### src/rtl/inst_fetch_pkg.sv
// Shared types and constants for the dual-wide instruction fetch unit.
package inst_fetch_pkg;
   localparam int PC_BUS    = 32;
   localparam int INST_BUS  = 32;
   localparam int FETCH_BUS = 64;

   typedef enum logic [1:0] {
      IF_REQ     = 2'd0,
      IF_WAIT    = 2'd1,
      IF_PRESENT = 2'd2
   } if_state_t;

   // Slot1 is the MSB of issue; 2'b10 is reserved and never produced.
   localparam logic [1:0] ISSUE_NONE  = 2'b00;
   localparam logic [1:0] ISSUE_SLOT1 = 2'b10;
   localparam logic [1:0] ISSUE_SLOT2 = 2'b01;
   localparam logic [1:0] ISSUE_BOTH  = 2'b11;

   function automatic logic [PC_BUS-1:0] align8(input logic [PC_BUS-1:0] pc);
      return {pc[PC_BUS-1:3], 3'b000};
   endfunction
endpackage

### src/rtl/inst_fetch_pack.sv
// Splits one 64-bit fetch response into the two issue slots based on
// which word of the doubleword the request PC points at.
module inst_fetch_pack
   import inst_fetch_pkg::*;
(
   input  logic [PC_BUS-1:0]    req_pc,
   input  logic [FETCH_BUS-1:0] rdata,
   output logic [1:0]           issue,
   output logic [INST_BUS-1:0]  in1_inst,
   output logic [PC_BUS-1:0]    in1_pc,
   output logic [PC_BUS-1:0]    in1_npc,
   output logic [INST_BUS-1:0]  in2_inst,
   output logic [PC_BUS-1:0]    in2_pc,
   output logic [PC_BUS-1:0]    in2_npc
);

   always_comb begin
      issue    = ISSUE_NONE;
      in1_inst = '0;
      in1_pc   = '0;
      in1_npc  = '0;
      in2_inst = '0;
      in2_pc   = '0;
      in2_npc  = '0;
      if (!req_pc[2]) begin
         issue    = ISSUE_BOTH;
         in1_inst = rdata[31:0];
         in1_pc   = req_pc;
         in1_npc  = req_pc + 32'd4;
         in2_inst = rdata[63:32];
         in2_pc   = req_pc + 32'd4;
         in2_npc  = req_pc + 32'd8;
      end else begin
         // Entry in the upper word: only the high half is useful.
         issue    = ISSUE_SLOT2;
         in2_inst = rdata[63:32];
         in2_pc   = req_pc;
         in2_npc  = req_pc + 32'd4;
      end
   end

endmodule

### src/rtl/inst_fetch.sv
// Dual-wide fetch unit: one aligned 64-bit fetch in flight, response
// presented to the instruction buffer with a valid/ready handshake.
//
// state      | meaning
// IF_REQ     | request driven to imem at fetch_pc, waiting for accept
// IF_WAIT    | request accepted, waiting for rvalid (dropped if kill)
// IF_PRESENT | slots valid on issue/in1/in2 until instbuf_full is low
module inst_fetch
   import inst_fetch_pkg::*;
#(
   parameter logic [31:0] RESET_PC = 32'h0000_0000
) (
   input  logic                 clk,
   input  logic                 rst,
   input  logic                 branch_flag,
   input  logic [PC_BUS-1:0]    branch_target,
   input  logic                 instbuf_full,
   output logic                 imem_req,
   output logic [PC_BUS-1:0]    imem_addr,
   input  logic                 imem_ready,
   input  logic                 imem_rvalid,
   input  logic [FETCH_BUS-1:0] imem_rdata,
   output logic [1:0]           issue,
   output logic [INST_BUS-1:0]  in1_inst,
   output logic [PC_BUS-1:0]    in1_pc,
   output logic [PC_BUS-1:0]    in1_npc,
   output logic [INST_BUS-1:0]  in2_inst,
   output logic [PC_BUS-1:0]    in2_pc,
   output logic [PC_BUS-1:0]    in2_npc,
   output logic                 stop
);

   if_state_t         state, state_nxt;
   logic [PC_BUS-1:0] fetch_pc, fetch_pc_nxt;
   logic [PC_BUS-1:0] req_pc, req_pc_nxt;
   logic              kill, kill_nxt;
   logic [1:0]        issue_nxt;
   logic              load;

   logic [1:0]          pk_issue;
   logic [INST_BUS-1:0] pk_in1_inst, pk_in2_inst;
   logic [PC_BUS-1:0]   pk_in1_pc, pk_in1_npc, pk_in2_pc, pk_in2_npc;

   inst_fetch_pack u_pack (
      .req_pc   (req_pc),
      .rdata    (imem_rdata),
      .issue    (pk_issue),
      .in1_inst (pk_in1_inst),
      .in1_pc   (pk_in1_pc),
      .in1_npc  (pk_in1_npc),
      .in2_inst (pk_in2_inst),
      .in2_pc   (pk_in2_pc),
      .in2_npc  (pk_in2_npc)
   );

   assign imem_req  = (state == IF_REQ);
   assign imem_addr = align8(fetch_pc);
   assign stop      = (issue != ISSUE_NONE) && instbuf_full;

   always_comb begin
      state_nxt    = state;
      fetch_pc_nxt = fetch_pc;
      req_pc_nxt   = req_pc;
      kill_nxt     = kill;
      issue_nxt    = issue;
      load         = 1'b0;
      if (branch_flag) begin
         fetch_pc_nxt = branch_target & ~32'h3;
         issue_nxt    = ISSUE_NONE;
         if (state == IF_WAIT && imem_rvalid) begin
            kill_nxt  = 1'b0;
            state_nxt = IF_REQ;
         end else if (state == IF_WAIT || (state == IF_REQ && imem_ready)) begin
            // A response is (or will be) outstanding; swallow it.
            kill_nxt  = 1'b1;
            state_nxt = IF_WAIT;
         end else begin
            state_nxt = IF_REQ;
         end
      end else begin
         unique case (state)
            IF_REQ: begin
               if (imem_ready) begin
                  req_pc_nxt = fetch_pc;
                  state_nxt  = IF_WAIT;
               end
            end
            IF_WAIT: begin
               if (imem_rvalid) begin
                  if (kill) begin
                     kill_nxt  = 1'b0;
                     state_nxt = IF_REQ;
                  end else begin
                     load         = 1'b1;
                     issue_nxt    = pk_issue;
                     fetch_pc_nxt = align8(req_pc) + 32'd8;
                     state_nxt    = IF_PRESENT;
                  end
               end
            end
            IF_PRESENT: begin
               if (!instbuf_full) begin
                  issue_nxt = ISSUE_NONE;
                  state_nxt = IF_REQ;
               end
            end
            default: state_nxt = IF_REQ;
         endcase
      end
   end

   always_ff @(posedge clk) begin
      if (rst) begin
         state    <= IF_REQ;
         fetch_pc <= RESET_PC;
         req_pc   <= RESET_PC;
         kill     <= 1'b0;
         issue    <= ISSUE_NONE;
         in1_inst <= '0;
         in1_pc   <= '0;
         in1_npc  <= '0;
         in2_inst <= '0;
         in2_pc   <= '0;
         in2_npc  <= '0;
      end else begin
         state    <= state_nxt;
         fetch_pc <= fetch_pc_nxt;
         req_pc   <= req_pc_nxt;
         kill     <= kill_nxt;
         issue    <= issue_nxt;
         if (load) begin
            in1_inst <= pk_in1_inst;
            in1_pc   <= pk_in1_pc;
            in1_npc  <= pk_in1_npc;
            in2_inst <= pk_in2_inst;
            in2_pc   <= pk_in2_pc;
            in2_npc  <= pk_in2_npc;
         end
      end
   end

endmodule

### config.mk
export PLATFORM = sky130hd
export DESIGN_NAME = inst_fetch
export DESIGN_NICKNAME = d
export VERILOG_FILES = /design/src/rtl/inst_fetch_pkg.sv /design/src/rtl/inst_fetch_pack.sv /design/src/rtl/inst_fetch.sv
export SDC_FILE = /design/constraint.sdc
export NUM_CORES = 1
export LEC_CHECK = 0
export BUFFER_PORTS_ARGS = -buffer_cell sky130_fd_sc_hd__buf_2
export CORE_MARGIN = 2
export CORE_UTILIZATION = 57
export DETAILED_ROUTE_END_ITERATION = 6
export GPL_ROUTABILITY_DRIVEN = 0
export GPL_TIMING_DRIVEN = 0
export PLACE_DENSITY = 0.86
export SYNTH_ARGS = -nofsm -noshare
export SYNTH_HDL_FRONTEND = slang
export SYNTH_HIERARCHICAL = 1
export SYNTH_SLANG_ARGS = --single-unit
### constraint.sdc
create_clock -name clk -period 2.65 [get_ports clk]
set_input_delay 0.53 -clock clk [delete_from_list [all_inputs] [get_ports clk]]
set_output_delay 0.53 -clock clk [all_outputs]
set_load 0.02 [all_outputs]
==> out/results.txt <==
Status: finished clean
RSZ-0062 raised after global routing: no
Post-synthesis sequential area ratio: 0.4450
Total CTS buffers: 27
Grt ovf: 0
Maximum vdd drop: 0.4762 mV
Startpoint types: flop
Clock tree buffer depth: 3
Mapped Area: 11560 sq um
Yosys top cell area share: 0.4450
Max-slew violations: 0
Starting Density: 0.5770
Die X: 146.4 microns
R2r setup slk: 170 ps
Initial antenna violation count: 2
Share of cells above drive strength 1: 0.2521
Fin Clk Skew: 17.08 ps
Syn_area_per_cell: 7.607 sq um
I/O pin count: 330
Full die area: 21440 sq um
Worst Max-Slew Pin Slew: 874.0 ps
Final period utilization: 0.9353
Main synth FF type: dfxtp_1
Maximum clock frequency: 403.5 MHz
Core Region: 20040 sq um
Detail Route Antenna Nets: 0
Cell count after synthesis: 1520
Cell with the most instances after synthesis: nand2_1
Synthesis Warnings: 6
GRT Total Usage: 0.3164
Min-Delay Endpoint: in2_inst[24]
Max-cap violation count: 0
Worst reg-to-reg path cell count: 7
Routed WL: 35550 microns
Relative max-transition margin: 0.4173
Post-route DRC: 0
Post-CTS setup buffer count: 0
CTS tree: done
Htree depth: 1
First-pass GRT wire length: 54790 microns
Asr flop ratio synth: 0
Rows: 52
Vias in the first global route: 10602
1st-iter DRT viols: 1023
Hold Path Class: in -> reg
Synth Register Bits: 257
Min Hold Slack: 245.2 ps
Min-delay src: imem_rdata[56]
Wire per inst: 16.61 microns
Hold_buf cts: 0
Synth top cells by count: 471 x nand2_1, 257 x dfxtp_1, 249 x a21oi_1
Pleak: 6.137 nW
Final hold vios: 0
Crit-path max FO: 10
Area grow syn2layout: 23.49%
Worst-path clk slew: 70 ps
Latest clock arrival within the worst-skew pair: 540 ps
Setup_tns: 0 ps
Cell depth of the worst min-delay path: 3
Critical path type: reg -> reg
PostCTS Resize Cnt: 0
IO buf count: 291
Die height: 146.4 microns
Finish-stage setup viols: 0
Pin count of the biggest net entering global routing: 15
Largest cells by area after synthesis: dfxtp_1 44%, nand2_1 15%, a21oi_1 11%
Dpl hpwl: 25960 microns
Critical path data arrival time: 2930 ps
Clk sink count: 257
Final net count: 1954
Drt first pass iters: 5
Final Non-Filler Cells: 2140
Required @ worst endpoint: 3100 ps
Crit path from: state[0]
Root buffer selected by CTS: clkbuf_16
CP endpoint kind: flop
Dpl cells: 2091
Post-synth cell types: 50
Min Clock Period, post-route: 2479 ps
Reg-to-Reg End: in2_pc[2]
RR Startpoint: state[0]
Vias: 11470
Total power: 8.596 mW
Area leader, netlist: dfxtp_1
P per Cell Area: 602.0 nW/um^2
Post-synth EDFFs: 0
Routed vias/inst: 5.360
stage by stage:
step	instance area [sq um]	utilization	worst slack, ps
2_1_floorplan	11600	-	788.9
4_1_cts	14270	0.7123	236.9
3_3_place_gp	13390	0.6684	-137.7
6_report	14280	0.7125	171.5
5_1_grt	14280	0.7125	22.97
3_5_place_dp	13390	0.6684	-141.4
final cells by class:
class                           count  area, sq um
Buffer                            220         1205
Tap cell                          270        337.8
Antenna cell                        2        5.005
Clock inverter                     14        151.4
Timing Repair Buffer              291         1456
Multi-Input combinational cell   1042         5209
Clock buffer                       33        728.2
Inverter                           11        41.29
Fill cell                        1691         5761
Sequential cell                   257         5145
report_power, final:
part           leakage, nW  internal [mW]  switching (mW)
sequential            2.08           3.94          0.0896
combinational         3.62          0.299           0.484
clock                0.440           2.24            1.55
how the worst max path moves through the flow:
stage            endpoint  slack (ps)  cells after the start
3_3_place_gp    in2_pc[6]        -140                      7
6_report        in2_pc[2]         170                      7
4_1_cts         in2_pc[2]         240                      7
5_1_grt         in2_pc[1]          20                      7
2_1_floorplan  in2_pc[10]         790                      7
3_5_place_dp    in2_pc[2]        -140                      7
flip-flops by register name (all words and copies together) (netlist names):
name,flops
in1_inst,32
in1_npc,32
in1_pc,32
in2_inst,32
in2_npc,32
in2_pc,32
fetch_pc,30
req_pc,30
issue,2
state,2
kill,1
critical path: stages, from the launching register on:
cell and delay, ps:
dfxtp_1 300, clkbuf_1 190, and4bb_1 320, nand2_1 220, clkbuf_1 690, clkbuf_1 420
nand2_1 110, a21oi_1 150
cells in the final DEF (no fill, tap or decap), types with 3 or more instances in the layout:
| master | netlist | routed |
|---|---|---|
| a21oi_1 | 249 | 249 |
| and3_1 | 26 | 26 |
| and4_1 | 5 | 5 |
| buf_1 | 4 | 4 |
| buf_2 | 27 | 318 |
| buf_4 | 88 | 88 |
| bufinv_16 | 0 | 3 |
| clkbuf_1 | 99 | 102 |
| clkbuf_16 | 0 | 27 |
| clkbuf_8 | 0 | 3 |
| clkinv_2 | 0 | 9 |
| conb_1 | 3 | 13 |
| dfxtp_1 | 257 | 257 |
| inv_1 | 10 | 10 |
| nand2_1 | 471 | 471 |
| nand3_1 | 23 | 23 |
| nand4_1 | 12 | 12 |
| nand4_4 | 3 | 3 |
| nor2_1 | 32 | 32 |
| nor2b_1 | 76 | 76 |
| nor3_1 | 10 | 10 |
| nor4_2 | 3 | 3 |
| nor4_4 | 4 | 4 |
| o21ai_0 | 9 | 9 |
| o22ai_1 | 15 | 15 |
| o32ai_1 | 3 | 3 |
| or2_2 | 3 | 3 |
| or3_1 | 3 | 3 |
| xnor2_1 | 40 | 40 |
| xor2_1 | 10 | 10 |
cells by family after synthesis:
logic type	after synthesis	synth area share
and+or+nand+nor	681	0.2700
xor gates and xnor gates	50	0.03787
AOI/OAI and AO/OA	296	0.1362
adders and majority gates	2	0.002164
buffers and inverters	231	0.1078
DFF	257	0.4450
other	3	0.0009739
per-layer routing:
metal / vias up / GRT usage / routed length, microns
li1: 5507 / - / -
met1: 5299 / 0.3937 / 13750
met2: 553 / 0.5144 / 16310
met3: 111 / 0.07375 / 3806
met4: 0 / 0.1641 / 1680
met5: - / 0 / 0
(Power assumes the default switching activity.)
